`config.mk`:
```
export PLATFORM = sky130hd
export DESIGN_NAME = piso_shift
export DESIGN_NICKNAME = d
export VERILOG_FILES = /design/src/rtl/piso_shift.sv
export SDC_FILE = /design/constraint.sdc
export NUM_CORES = 1
export LEC_CHECK = 0
export CAP_MARGIN = 20
export CORE_UTILIZATION = 50
export CTS_BUF_LIST = sky130_fd_sc_hd__clkbuf_2 sky130_fd_sc_hd__clkbuf_4 sky130_fd_sc_hd__clkbuf_8
export CTS_CLUSTER_DIAMETER = 120
export CTS_CLUSTER_SIZE = 28
export DETAILED_ROUTE_END_ITERATION = 16
export PLACE_DENSITY = 0.8
export SYNTH_ARGS = -nofsm -noshare
export SYNTH_HDL_FRONTEND = slang
export SYNTH_SLANG_ARGS = --single-unit
```
`constraint.sdc`:
```
create_clock -name i_clk -period 3.4 [get_ports i_clk]
set_clock_uncertainty 0.15 [all_clocks]
set_input_delay 0.34 -clock i_clk [delete_from_list [all_inputs] [get_ports i_clk]]
set_output_delay 0.34 -clock i_clk [all_outputs]
set_load 0.02 [all_outputs]
```
`src/rtl/piso_shift.sv`:
```
// rtl/piso_shift.sv - parallel-in serial-out shifter with strobe/busy load handshake
// Optional shadow self-check enabled by defining PISO_SHADOW_EN.
module piso_shift #(
  parameter int DW        = 16,
  parameter bit LSB_FIRST = 1'b0
) (
  input  logic          i_clk,
  input  logic          i_reset_n,
  input  logic          i_ce,
  input  logic          i_stb,
  input  logic [DW-1:0] i_data,
  output logic          o_busy,
  output logic          o_bit,
  output logic          o_frame,
  output logic          o_done,
  output logic          o_err
);

  localparam int             CW       = $clog2(DW);
  localparam logic [CW-1:0]  CNT_LAST = CW'(DW - 1);

  typedef enum logic {IDLE, SHIFT} state_t;

  state_t        state_q, state_d;
  logic [DW-1:0] sreg_q, sreg_d;
  logic [CW-1:0] cnt_q, cnt_d;
  logic          done_q, done_d;
  logic          advance, last_bit, acc;

  function automatic logic [DW-1:0] shift_main(input logic [DW-1:0] v);
    if (LSB_FIRST) shift_main = {1'b0, v[DW-1:1]};
    else           shift_main = {v[DW-2:0], 1'b0};
  endfunction

  assign advance  = (state_q == SHIFT) && i_ce;
  assign last_bit = advance && (cnt_q == CNT_LAST);
  assign o_busy   = (state_q == SHIFT) && !last_bit;
  assign acc      = i_stb && !o_busy;

  always_ff @(posedge i_clk or negedge i_reset_n) begin
    if (!i_reset_n) begin
      state_q <= IDLE;
    end else begin
      state_q <= state_d;
    end
  end

  always_comb begin
    state_d = state_q;
    case (state_q)
      IDLE:    if (acc) state_d = SHIFT;
      SHIFT:   if (last_bit && !acc) state_d = IDLE;
      default: state_d = IDLE;
    endcase
  end

  always_comb begin
    o_bit   = LSB_FIRST ? sreg_q[0] : sreg_q[DW-1];
    o_frame = (state_q == SHIFT);
    o_done  = done_q;
  end

  // A reload on the final bit takes priority so back-to-back words leave no gap.
  always_comb begin
    sreg_d = sreg_q;
    cnt_d  = cnt_q;
    done_d = last_bit;
    if (acc) begin
      sreg_d = i_data;
      cnt_d  = '0;
    end else if (last_bit) begin
      sreg_d = '0;
      cnt_d  = '0;
    end else if (advance) begin
      sreg_d = shift_main(sreg_q);
      cnt_d  = cnt_q + CW'(1);
    end
  end

  always_ff @(posedge i_clk or negedge i_reset_n) begin
    if (!i_reset_n) begin
      sreg_q <= '0;
      cnt_q  <= '0;
      done_q <= 1'b0;
    end else begin
      sreg_q <= sreg_d;
      cnt_q  <= cnt_d;
      done_q <= done_d;
    end
  end

`ifdef PISO_SHADOW_EN
  // Shadow holds the bit-reversed word and shifts the other way, so its
  // outgoing bit must always track o_bit.
  logic [DW-1:0] shadow_q, shadow_d;
  logic          shadow_bit;
  logic          err_q, err_d;

  function automatic logic [DW-1:0] bit_rev(input logic [DW-1:0] v);
    for (int i = 0; i < DW; i++) bit_rev[i] = v[DW-1-i];
  endfunction

  function automatic logic [DW-1:0] shift_shadow(input logic [DW-1:0] v);
    if (LSB_FIRST) shift_shadow = {v[DW-2:0], 1'b0};
    else           shift_shadow = {1'b0, v[DW-1:1]};
  endfunction

  assign shadow_bit = LSB_FIRST ? shadow_q[DW-1] : shadow_q[0];

  always_comb begin
    shadow_d = shadow_q;
    if (acc)           shadow_d = bit_rev(i_data);
    else if (last_bit) shadow_d = '0;
    else if (advance)  shadow_d = shift_shadow(shadow_q);
    err_d = err_q | (o_frame && (o_bit != shadow_bit));
  end

  always_ff @(posedge i_clk or negedge i_reset_n) begin
    if (!i_reset_n) begin
      shadow_q <= '0;
      err_q    <= 1'b0;
    end else begin
      shadow_q <= shadow_d;
      err_q    <= err_d;
    end
  end

  assign o_err = err_q;

`ifdef FORMAL
  always @(posedge i_clk) begin
    if (i_reset_n) begin
      if (o_frame) assert (o_bit == shadow_bit);
      assert (32'(cnt_q) < DW);
    end
  end
`endif
`else
  assign o_err = 1'b0;
`endif

endmodule
```
==> out/qor.yml, run 1 <==
run_status:
  status: "finished, final reports clean"
timing:
  report.final.setup_viol: 0
  max_clock_freq_mhz: 419.7
  post-route-period-util_pct: 70.08
  rsz0062_at_grt: "false"
  worst_pin_slew_ps: 930.3
  fin_setup_tns_ps: 0
  final_max_slew_viol_count: 0
  relSlewSlack_pct: 37.79
  hold_viol_final: 0
  min_period_ps: 2383
  setup_ws_ps: 1017
clock_tree:
  htreeDepth: 1
  cts_tree: "built"
  ctsHoldBuffers: 0
  post_cts_buffers: 0
  cts_root_buf: "clkbuf_4"
  path_clk_slew_ps: 120
  post_cts_resized: 0
  cts_made_buffers: 3
  clkLatencyLatePin_ps: 300
  clockBufferDepth: 2
  cts_sinks: 22
pwr:
  total_power_w: 0.0007837
  max-vdd-ir-drop_v: 0.0004543
  power.density_mw_per_mm2: 601.1
  p_leak_nw: 0.5633
yosys:
  yosysTopAreaCell: "dfrtp_1"
  yosysSeqAreaShare_pct: 52.07
  synth_compound_area_share_pct: 19.88
  synth_top_family_by_area: "compound AO/OA/AOI/OAI gates"
  yosys.area_share.adder_pct: 1.183
  syn_avg_cell_area_sq_um: 11.75
  synthMuxAreaShare_pct: 3.314
  synth_simple_gate_area_share_pct: 16.92
  synth_area_sq_mm: 0.001057
  synth_top_area_share_pct: 52.07
  synth.most_common_cell: "dfrtp_1"
  ys_seq_elements: 22
  ys_warn_count: 0
  synth_edf_count: 0
  synthTopCellsByCount: "22 x dfrtp_1, 15 x a221o_1, 9 x and2_1"
  synth.top_cells.by_area: "dfrtp_1 52%, a221o_1 14%, and2_1 5.3%"
  ys_async_sr_fraction_pct: 100.0
  synthFlopType: "dfrtp_1"
  synth.net_count: 111
  synth_cell_types: 30
  syn-instance-count: 90
  synth_xor_area_share_pct: 0.8284
critical_path:
  crit_buf_inv: 1
  cp_slowest_stage_delay_ps: 600
  critical_path.cell_chain: "ha_1 > nand4_1 > and2_1 > clkdlybuf4s50_1"
  slowest_stage: "clkdlybuf4s50_1"
  critPathMaxFanout: 4
  cp-start-kind: "flip-flop"
  crit_family: "buffers and inverters"
  worstPathRequired_ps: 2910
  endpoint_kind: "output pin"
  path_class: "flip-flop to output pin"
  cp.arrival_ps: 1890
placement:
  port_buffers: 23
  hpwl_um: 1322
  gp_congestion: 0.8303
  place_area_sq_mm: 0.001267
  dpl_worst_slack_ps: 1099
finish:
  num_antenna_cells: 0
  finalInstanceArea_sq_mm: 0.001304
  fin_nets: 133
  area_delta_synth_final_pct: 23.31
  drive_above_1_share_pct: 8.108
  utilization_pct: 65.78
  nFillCells: 160
floorplan:
  dieArea_sq_mm: 0.002303
  start_util_pct: 53.35
  dieWidth_um: 47.99
  ios: 25
  row_count: 16
  die_h_um: 47.99
  core_sq_mm: 0.001982
drt:
  routedWlPerCell_um: 14.54
  firstDrtPassIters: 4
  via_count: 786
  drt-vias-per-instance: 5.696
  route.detailed.drc: 0
  drt_iter0_markers: 22
  drt-total-wl_um: 2006
  ant_nets: 0
min_path:
  hold_class: "flip-flop to flip-flop"
global_routing:
  grt_pass1_vias: 685
  antenna_found_initial: 0
  grt_start_max_net_pins: 23
  grt_util_all_layers_pct: 19.97
  grt_first_pass_wirelength_um: 3125
  grt_overflow: 0
run:
  maxCapViolCount: 0
## report_power, final
part / total [W] / internal [W] / switching [W]
clock network: 0.000142 / 0.0000653 / 0.0000765
registers: 0.000412 / 0.000350 / 0.0000621
logic: 0.000230 / 0.000138 / 0.0000919
## stage by stage
stage | instances | hold WS [ps]
finish | 138 | 370.8
global route | 138 | 387.0
CTS | 138 | 373.5
detailed placement | 134 | 339.7
global placement | 134 | 331.3
floorplan | 90 | -105.6
## kinds of logic (layout without fill, tap and decap cells)
group           Yosys count  count (layout)
simple gates             31              31
compound gates           24              24
flops                    22              22
buf+inv                   7              28
mux                       3               3
fa+ha+maj                 1               1
other cells               1               1
xor+xnor                  1               1
## layout make-up
type,count,area (sq um),area share (%)
Inverter,1,3.754,0.2879
Clock buffer,4,36.28,2.783
Tap cell,27,33.78,2.591
Sequential cell,22,550.5,42.23
Multi-Input combinational cell,61,449.2,34.45
Timing Repair Buffer,23,230.2,17.66
## sequential cells by signal, indices dropped and copies added, names as in the netlist
signal and flops:
o_frame 1, cnt_q 4, o_done 1, sreg_q 16
## metal layers
metal | track usage [%] | vias to the layer above | wire (um)
met2 | 30.54 | 39 | 888
li1 | - | 374 | -
met5 | 0 | - | 0
met3 | 2.264 | 6 | 132
met4 | 11.11 | 0 | 34
met1 | 27.58 | 367 | 951
## path summary, 6_finish.rpt
path / end / slack (ps) / start / cells past startpoint
min in group asynchronous: sreg_q[14] / 390 / i_reset_n / 1
hold / removal: sreg_q[15] / 370 / sreg_q[14] / 1
setup / recovery: o_busy / 1020 / cnt_q[0] / 4
max in group asynchronous: cnt_q[2] / 2140 / i_reset_n / 1
setup reg to reg: sreg_q[2] / 1500 / cnt_q[0] / 4
hold reg to reg: sreg_q[15] / 370 / sreg_q[14] / 1
## cell usage in the layout (no fill, tap or decap), types with 2 or more instances in the layout
cell	instances
clkdlybuf4s50_1	23
dfrtp_1	22
a221o_1	15
and2_1	9
and2_0	7
o21ai_0	4
nor3_1	3
clkbuf_4	3
nand3_1	2
nand2_1	2
nor2_1	2
Power figures use the tool's default switching activity.
==> inputs of run 2 (changes only) <==
--- a/config.mk
+++ b/config.mk
@@ -6,12 +6,12 @@
 export NUM_CORES = 1
 export LEC_CHECK = 0
 export CAP_MARGIN = 20
-export CORE_UTILIZATION = 50
+export CORE_UTILIZATION = 46
 export CTS_BUF_LIST = sky130_fd_sc_hd__clkbuf_2 sky130_fd_sc_hd__clkbuf_4 sky130_fd_sc_hd__clkbuf_8
 export CTS_CLUSTER_DIAMETER = 120
 export CTS_CLUSTER_SIZE = 28
 export DETAILED_ROUTE_END_ITERATION = 16
-export PLACE_DENSITY = 0.8
+export PLACE_DENSITY = 0.78
 export SYNTH_ARGS = -nofsm -noshare
 export SYNTH_HDL_FRONTEND = slang
 export SYNTH_SLANG_ARGS = --single-unit
==> constraint.sdc (replaced) <==
create_clock -name i_clk -period 1.9 [get_ports i_clk]
set_clock_uncertainty 0.15 [all_clocks]
set_input_delay 0.19 -clock i_clk [delete_from_list [all_inputs] [get_ports i_clk]]
set_output_delay 0.19 -clock i_clk [all_outputs]
set_load 0.02 [all_outputs]
==> run 2 against run 1 <==
Effect of this change:
- critical path depth is 3 lower
- sequential share of layout area shrank 4.1 points
- sequential cell count did not move
- highest routed layer unchanged
==> out/qor.yml, run 2 (same netlist as run 1, synthesis figures left out) <==
clock_tree:
  cts_tree: "built"  # unchanged
  path_clk_slew_ps: 130  # was 120 ps
  cts_made_buffers: 3  # unchanged
  clkLatencyLatePin_ps: 310  # was 300 ps
  clockBufferDepth: 2  # unchanged
  cts_root_buf: "clkbuf_4"  # unchanged
  cts_sinks: 22  # unchanged
  htreeDepth: 1  # unchanged
run:
  maxCapViolCount: 0  # unchanged
pwr:
  max-vdd-ir-drop_v: 0.0008471  # was 0.0004543 V
  power.density_mw_per_mm2: 1121  # was 601.1 mW/mm^2
  p_leak_nw: 0.6355  # was 0.5633 nW
global_routing:
  grt_util_all_layers_pct: 21.09  # was 19.97%
  grt_first_pass_wirelength_um: 3933  # was 3125 um
  grt_start_max_net_pins: 23  # unchanged
  grt_overflow: 0  # unchanged
  grt_pass1_vias: 848  # was 685
  antenna_found_initial: 0  # unchanged
critical_path:
  crit_buf_inv: 1  # unchanged
  critical_path.cell_chain: "clkdlybuf4s50_1"  # was ha_1 > nand4_1 > and2_1 > clkdlybuf4s50_1
  cp.arrival_ps: 1490  # was 1890 ps
  cp_slowest_stage_delay_ps: 660  # was 600 ps
  slowest_stage: "clkdlybuf4s50_1"  # unchanged
  worstPathRequired_ps: 1560  # was 2910 ps
  path_class: "flip-flop to output pin"  # unchanged
  critPathMaxFanout: 6  # was 4
  endpoint_kind: "output pin"  # unchanged
  crit_family: "buffers and inverters"  # unchanged
  cp-start-kind: "flip-flop"  # unchanged
drt:
  route.detailed.drc: 0  # unchanged
  via_count: 864  # was 786
  drt-vias-per-instance: 5.722  # was 5.696
  routedWlPerCell_um: 15.55  # was 14.54 um
  drt-total-wl_um: 2348  # was 2006 um
  ant_nets: 0  # unchanged
  drt_iter0_markers: 27  # was 22
  firstDrtPassIters: 4  # unchanged
timing:
  report.final.setup_viol: 0  # unchanged
  setup_ws_ps: 71.03  # was 1017 ps
  rsz0062_at_grt: "false"  # unchanged
  min_period_ps: 1829
  max_clock_freq_mhz: 546.8
  final_max_slew_viol_count: 0  # unchanged
  hold_viol_final: 0  # unchanged
  fin_setup_tns_ps: 0  # unchanged
  post-route-period-util_pct: 96.26
finish:
  fin_nets: 146  # was 133
  utilization_pct: 69.96  # was 65.78%
  layout_common_cells: "22 x dfrtp_1, 22 x clkdlybuf4s50_1, 15 x a221o_1"  # was 23 x clkdlybuf4s50_1, 22 x dfrtp_1, 15 x a221o_1
  nFillCells: 152  # was 160
  num_antenna_cells: 0  # unchanged
  drive_above_1_share_pct: 19.35  # was 8.108%
  area_delta_synth_final_pct: 36.45  # was 23.31%
  top_register: "sreg_q"  # unchanged
  regArea_sq_um: 550.5  # unchanged
  multi_input_area_sq_um: 466.7  # was 449.2 sq um
  reg_top3: "sreg_q x16, cnt_q x4"  # unchanged
  largest_register_ffs: 16  # unchanged
floorplan:
  dieWidth_um: 49.94  # was 47.99 um
  core_sq_mm: 0.002062  # was 0.001982 sq mm
  dieArea_sq_mm: 0.002494  # was 0.002303 sq mm
  die_h_um: 49.94  # was 47.99 um
  row_count: 16  # unchanged
  ios: 25  # unchanged
  start_util_pct: 51.27  # was 53.35%
placement:
  gp_congestion: 0.8680  # was 0.8303
  hpwl_um: 1603  # was 1322 um
  port_buffers: 23  # unchanged
  dpl_worst_slack_ps: 9.618  # was 1099 ps
min_path:
  hold_class: "input port to asynchronous set/reset pin"  # was flip-flop to flip-flop
run_status:
  status: "finished, final reports clean"  # unchanged
run 2: cell count changes in the layout (fill, tap and decap cells not counted):
cell / delta
clkdlybuf4s50_1: -1
clkbuf_2: +1
bufinv_16: +1
ha_4: +1
nor2_4: +1
clkbuf_8: -1
buf_4: +12
ha_1: -1
buf_12: +1
nor2_2: -1
run 2: repair_timing:
item,in CTS,in global routing
setup buffers,2,2
endpoints found under the setup margin,1,17
hold buffers,0,0
gates resized for setup,2,4
run 2: path summary, 6_finish.rpt:
check                            from          to  slack, ps  cells after the start
max                           o_frame     o_frame         70                      1
min                         i_reset_n  sreg_q[12]         50                      2
max reg2reg                  cnt_q[1]   sreg_q[3]        260                      6
min reg2reg                sreg_q[11]  sreg_q[12]        370                      1
max in group asynchronous   i_reset_n   sreg_q[0]       1320                      2
min in group i_clk          i_data[8]   sreg_q[8]        330                      2
run 2: layer usage:
layer  GRT usage, %  vias up  share of wire, %  wire (um)
li1               -      402                 -          -
met3          6.481        2               5.0        118
met2          35.36       37                50       1172
met1          27.89      423                45       1052
met5              0        -                 0          0
met4          1.429        0              0.17          4
run 2: cell type report:
cell class / count / area share (%)
Clock buffer: 3 / 1.561
Clock inverter: 1 / 2.082
Inverter: 1 / 0.2602
Multi-Input combinational cell: 61 / 32.35
Sequential cell: 22 / 38.16
Tap cell: 27 / 2.342
Timing Repair Buffer: 36 / 23.24
run 2: through the flow:
step / instance area, sq um / hold slack [ps] / cells / power, W
after CTS: 1416 / 64.13 / 149 / 0.001564
final: 1443 / 53.92 / 151 / 0.001618
after floorplan: 1057 / -255.6 / 90 / 0.001012
after global routing: 1443 / 71.51 / 151 / 0.001715
after global placement: 1348 / 334.6 / 143 / 0.001155
after detailed placement: 1348 / 340.8 / 143 / 0.001181
run 2: where the power goes:
| part | switching, W | internal [W] | total [W] |
|---|---|---|---|
| logic | 0.000193 | 0.000317 | 0.000510 |
| clock network | 0.000151 | 0.000213 | 0.000364 |
| registers | 0.000116 | 0.000627 | 0.000743 |
